## config.mk

```make
export PLATFORM = sky130hd
export DESIGN_NAME = downsize_arbiter_flat
export DESIGN_NICKNAME = d
export VERILOG_FILES = /design/src/rtl/downsize_arbiter_if.sv /design/src/rtl/downsize_arbiter.sv /design/src/flat_wrapper.sv
export SDC_FILE = /design/constraint.sdc
export NUM_CORES = 1
export LEC_CHECK = 0
export BUFFER_PORTS_ARGS = -buffer_cell sky130_fd_sc_hd__buf_2
export CAP_MARGIN = 40
export CORE_AREA = 2 2 219 221
export CTS_CLUSTER_SIZE = 24
export DETAILED_ROUTE_END_ITERATION = 12
export DIE_AREA = 0 0 221 223
export PLACE_DENSITY = 0.54
export SLEW_MARGIN = 25
export SYNTH_ARGS = -nofsm -noshare
export SYNTH_HDL_FRONTEND = slang
export SYNTH_SLANG_ARGS = --single-unit
```

## constraint.sdc

```tcl
create_clock -name clk -period 2.8 [get_ports clk]
set_input_delay 0.14 -clock clk [delete_from_list [all_inputs] [get_ports clk]]
set_output_delay 0.14 -clock clk [all_outputs]
set_load 0.1 [all_outputs]
```

## src/rtl/downsize_arbiter_if.sv

```systemverilog
// rtl/downsize_arbiter_if.sv - requester and narrow-beat handshake bundle for downsize_arbiter
interface downsize_arbiter_if #(
  parameter int N_REQ     = 4,
  parameter int IN_BYTES  = 16,
  parameter int OUT_BYTES = 4,
  parameter int SRC_W     = $clog2(N_REQ)
);
  logic [N_REQ-1:0]            req_valid;
  logic [N_REQ*IN_BYTES*8-1:0] req_data;
  logic [N_REQ-1:0]            req_ready;
  logic                        out_valid;
  logic [OUT_BYTES*8-1:0]      out_data;
  logic                        out_last;
  logic [SRC_W-1:0]            out_src;
  logic                        out_ready;

  modport master (
    output req_valid, req_data, out_ready,
    input  req_ready, out_valid, out_data, out_last, out_src
  );

  modport slave (
    input  req_valid, req_data, out_ready,
    output req_ready, out_valid, out_data, out_last, out_src
  );
endinterface

```

## src/rtl/downsize_arbiter.sv

```systemverilog
// rtl/downsize_arbiter.sv - round-robin arbiter serializing wide requester words into narrow beats
module downsize_arbiter #(
  parameter int N_REQ     = 4,
  parameter int IN_BYTES  = 16,
  parameter int OUT_BYTES = 4,
  parameter int SRC_W     = $clog2(N_REQ)
) (
  input  logic              clk,
  input  logic              rst,
  downsize_arbiter_if.slave bus,
  output logic              busy
);
  localparam int IW     = IN_BYTES * 8;
  localparam int OW     = OUT_BYTES * 8;
  localparam int RATIO  = IN_BYTES / OUT_BYTES;
  localparam int BEAT_W = $clog2(RATIO);

  typedef enum logic {IDLE, SEND} state_t;

  state_t                     state_q, state_d;
  logic [N_REQ-1:0][IW-1:0]   req_words;
  logic [RATIO-1:0][OW-1:0]   word;
  logic [BEAT_W-1:0]          beat;
  logic [SRC_W-1:0]           ptr;
  logic [SRC_W-1:0]           src;
  logic [SRC_W-1:0]           grant;
  logic                       found;
  logic                       last_beat;
  logic                       accept;
  int                         idx;

  assign req_words = bus.req_data;
  assign last_beat = (beat == BEAT_W'(RATIO - 1));
  assign accept    = (state_q == IDLE) && found && !rst;

  // Rotating priority: search starts at ptr and wraps past N_REQ-1.
  always_comb begin
    grant = '0;
    found = 1'b0;
    idx   = 0;
    for (int k = 0; k < N_REQ; k++) begin
      idx = int'(ptr) + k;
      if (idx >= N_REQ) idx = idx - N_REQ;
      if (!found && bus.req_valid[idx[SRC_W-1:0]]) begin
        found = 1'b1;
        grant = idx[SRC_W-1:0];
      end
    end
  end

  always_ff @(posedge clk) begin
    if (rst) state_q <= IDLE;
    else     state_q <= state_d;
  end

  always_comb begin
    state_d       = state_q;
    bus.req_ready = '0;
    bus.out_valid = 1'b0;
    bus.out_data  = '0;
    bus.out_last  = 1'b0;
    bus.out_src   = rst ? '0 : src;
    busy          = 1'b0;
    case (state_q)
      IDLE: begin
        if (accept) begin
          bus.req_ready[grant] = 1'b1;
          state_d              = SEND;
        end
      end
      SEND: begin
        if (!rst) begin
          bus.out_valid = 1'b1;
          bus.out_data  = word[beat];
          bus.out_last  = last_beat;
          busy          = 1'b1;
        end
        if (bus.out_ready && last_beat) state_d = IDLE;
      end
      default: state_d = IDLE;
    endcase
  end

  always_ff @(posedge clk) begin
    if (rst) begin
      word <= '0;
      beat <= '0;
      ptr  <= '0;
      src  <= '0;
    end else if (accept) begin
      word <= req_words[grant];
      src  <= grant;
      ptr  <= (grant == SRC_W'(N_REQ - 1)) ? '0 : grant + 1'b1;
      beat <= '0;
    end else if (state_q == SEND && bus.out_ready) begin
      beat <= last_beat ? '0 : beat + 1'b1;
    end
  end
endmodule

```

## src/flat_wrapper.sv

```systemverilog
// flat-port wrapper written by rule: the top's interface ports become plain ports
module downsize_arbiter_flat 
#(
  parameter int N_REQ     = 4,
  parameter int IN_BYTES  = 16,
  parameter int OUT_BYTES = 4,
  parameter int SRC_W     = $clog2(N_REQ)
)
  (clk, rst, busy, bus_req_valid, bus_req_data, bus_out_ready, bus_req_ready, bus_out_valid, bus_out_data, bus_out_last, bus_out_src);
  downsize_arbiter_if #(.N_REQ(N_REQ), .IN_BYTES(IN_BYTES), .OUT_BYTES(OUT_BYTES), .SRC_W(SRC_W)) bus_i ();
  input  logic clk;
  input  logic rst;
  output logic busy;
  input wire logic [$bits(bus_i.req_valid)-1:0] bus_req_valid;
  input wire logic [$bits(bus_i.req_data)-1:0] bus_req_data;
  input wire logic [$bits(bus_i.out_ready)-1:0] bus_out_ready;
  output wire logic [$bits(bus_i.req_ready)-1:0] bus_req_ready;
  output wire logic [$bits(bus_i.out_valid)-1:0] bus_out_valid;
  output wire logic [$bits(bus_i.out_data)-1:0] bus_out_data;
  output wire logic [$bits(bus_i.out_last)-1:0] bus_out_last;
  output wire logic [$bits(bus_i.out_src)-1:0] bus_out_src;
  assign bus_i.req_valid = bus_req_valid;
  assign bus_i.req_data = bus_req_data;
  assign bus_i.out_ready = bus_out_ready;
  assign bus_req_ready = bus_i.req_ready;
  assign bus_out_valid = bus_i.out_valid;
  assign bus_out_data = bus_i.out_data;
  assign bus_out_last = bus_i.out_last;
  assign bus_out_src = bus_i.out_src;
  downsize_arbiter #(.N_REQ(N_REQ), .IN_BYTES(IN_BYTES), .OUT_BYTES(OUT_BYTES), .SRC_W(SRC_W)) u_core (.clk(clk), .rst(rst), .bus(bus_i), .busy(busy));
endmodule
```

==> impl_metrics.py <==
metrics = {
    "critical_path": {
        "path_max_fanout": 59,
        "startpoint_type": "flip-flop",
        "slowest_delay_ns": 0.64,
        "cp_slowest_cell": "or4b_4",
        "path_cells": "nor2b_1, or4b_4, nand2_8, buf_16, ha_1, and2_1, buf_12",
        "arrival_ns": 2.51,
        "endpoint_kind": "output pin",
        "critPathKind": "reg -> out",
        "required_ns": 2.66,
    },
    "cts": {
        "cts_tree": "built",
        "cts_root_buffer": "clkbuf_16",
        "h-tree-depth": 4,
        "clockBufferDepth": 2,
        "clock_latency_ns": 0.44,
        "numCtsBuffers": 17,
        "clk_pin_slew_ns": 0.06,
        "clock_sinks": 135,
    },
    "global_routing": {
        "antenna_found_initial": 12,
        "grtUsageTotal_pct": 19.0,
        "grt_pass1_wl_um": 69500,
        "grt_max_degree": 78,
        "first_global_vias": 10649,
        "overflow": 0,
    },
    "routing": {
        "avgRoutedWirePerCell_um": 22.1,
        "num_vias": 10449,
        "route.detailed.drc": 0,
        "wirelength_um": 48200,
        "first_pass_iters": 5,
        "drt_first_iter_violations": 446,
        "via_per_inst": 4.79,
        "ant_nets": 0,
    },
    "sta": {
        "finClkSkew_ns": 0.00929,
        "maxSlewHeadroom_pct": 55.7,
        "hold_violations": 0,
        "finalCritPeriodShare_pct": 94.6,
        "worst_pin_slew_ns": 0.659,
        "fmax_ghz": 0.378,
        "setup_viol": 0,
        "fin_crit_ns": 2.65,
        "slew_viol_final": 0,
    },
    "power": {
        "p_comb_share_pct": 39.7,
        "p_seq_share_pct": 33.0,
        "power.share.clock_pct": 27.3,
        "power_mw": 8.28,
        "p_per_area_nw_per_um2": 586,
        "vdd_drop_max_mv": 0.392,
        "p_sw_share_pct": 38.8,
        "power.leakage_nw": 6.30,
        "netSwitchingPower_mw": 3.21,
        "p_int_mw": 5.06,
    },
    "synth": {
        "yosys_warnings": 0,
        "yosys.cell_types.count": 32,
        "synth-edff-count": 0,
        "postSynthAreaPerCell_um2": 9.56,
        "postSynth.asyncResetShare_pct": 0,
        "syn-cell-area_um2": 9650,
        "syn_inst": 1009,
        "synth_seq_cells": 135,
        "syn_nets": 1530,
        "seq_area_frac_synth_pct": 28.0,
        "synthFlopType": "dfxtp_1",
    },
    "place": {
        "dp_hpwl_um": 38400,
        "gp_congestion": 0.860,
        "io_buffers": 559,
        "dp.cells": 2102,
    },
    "die": {
        "dieWidth_um": 221,
        "dieHeight_um": 223,
        "start_util_pct": 20.5,
        "rows": 80,
        "die_area_um2": 49300,
        "core_area_um2": 47100,
        "boundaryPins": 560,
    },
    "final_layout": {
        "syn2layout_area_growth_pct": 46.3,
        "stdcell_count": 2181,
        "fin_nets": 2070,
        "drive_above_1_share_pct": 49.5,
        "final_common_cell": "buf_2",
        "final_cell_mix": "buf_2, nand2_1, dfxtp_1, and3_1, mux2i_1",
        "post-route-util_pct": 29.9,
        "fill_cells": 4988,
    },
    "outcome": {
        "status": "completed",
    },
    "min_path": {
        "hold_class": "in -> reg",
    },
    "flow_run": {
        "maxCapViolations": 0,
    },
}
cells by family after synthesis:
| kind of cell | after synthesis | synth area share, % |
|---|---|---|
| fa+ha+maj | 2 | 0.259 |
| simple gates | 327 | 17.5 |
| buf+inv | 122 | 7.16 |
| mux | 159 | 20.6 |
| flops | 135 | 28.0 |
| compound gates | 264 | 26.4 |
path summary, 6_finish.rpt:
| path | startpoint | end | slack (ns) | depth (start not counted) |
|---|---|---|---|---|
| worst max-delay path | u_core.ptr[0]$_SDFFE_PP0P_ | bus_req_ready[3] | 0.15 | 7 |
| worst min-delay path | bus_req_data[69] | u_core.word[69]$_SDFFE_PP0P_ | 0.03 | 3 |
| worst max register to register | u_core.ptr[0]$_SDFFE_PP0P_ | u_core.word[26]$_SDFFE_PP0P_ | 0.15 | 9 |
| worst min register to register | u_core.src[0]$_SDFFE_PP0P_ | u_core.src[0]$_SDFFE_PP0P_ | 0.45 | 2 |
what timing repair did:
item | in CTS | in global routing
setup endpoints to repair | 0 | 1
buffers inserted | 0 | 0
hold buffers | 43 | 0
gates resized for setup | 0 | 1
hold endpoints to repair | 30 | 0
registers in the layout, indices dropped and copies added (netlist names):
register and cells:
u_core.ptr 2, u_core.beat 2, u_core.src 2, u_core.word 128, u_core.state_q 1
critical path, delay by kind of cell (launching register included):
| kind | cells | cell delay [ns] |
|---|---|---|
| adders and majority gates | 1 | 0.21 |
| buffers and inverters | 2 | 0.46 |
| DFF | 1 | 0.36 |
| and+or+nand+nor | 4 | 1.03 |
per-layer routing:
layer	global-route usage, %	wire, um	up-vias
met3	3.86	2850	32
li1	-	-	4996
met2	32.5	23500	416
met5	0	0	-
met4	5.26	798	0
met1	24.2	21000	5005
power by group through the flow:
stage | registers [mW] | clock network [mW] | logic, mW
floorplan | 2.45 | 0 | 2.29
global placement | 2.80 | 0 | 3.19
finish | 2.73 | 2.26 | 3.29
CTS | 2.77 | 2.34 | 3.31
detailed placement | 2.81 | 0 | 3.23
global route | 2.79 | 2.41 | 3.54
area by class of cell:
type                       instances  area (um2)  share of cell area [%]
multi-input combinational        752        6310                    44.7
inverter                           1        11.3                  0.0798
tap                              615         769                    5.45
clock inverter                    12         130                   0.922
timing repair buffer             642        3730                    26.4
sequential                       135        2710                    19.2
clock buffer                      18         439                    3.11
antenna                            6        15.0                   0.106
Yosys cell counts (2+ instances only):
master,instances,area [um2]
nor2b_1,7,43.8
mux2i_1,127,1270
buf_4,7,52.6
ha_1,2,25.0
clkbuf_1,48,180
a211oi_1,72,541
dfxtp_1,135,2700
o31ai_1,24,180
nor3_1,4,20.0
and3_1,130,813
buf_1,6,22.5
mux4_2,32,721
nor2_1,6,22.5
o31ai_2,41,513
a211oi_2,58,726
or3_1,2,12.5
a21oi_1,2,10.0
and2_1,34,213
nand2_1,139,522
o221ai_1,63,552
buf_2,39,195
buf_6,21,236
metrics by stage:
stage,setup slack (ns),setup TNS [ns],cell area [um2],hold WS [ns]
global route,-0.0117,-0.0117,14100,0.00672
floorplan,0.0230,0,9650,0.303
global placement,0.566,0,13100,0.434
finish,0.152,0,14100,0.0253
CTS,0.0703,0,14100,0.000441
detailed placement,0.505,0,13100,0.438
Note: power is estimated with default switching activity, not from simulation.
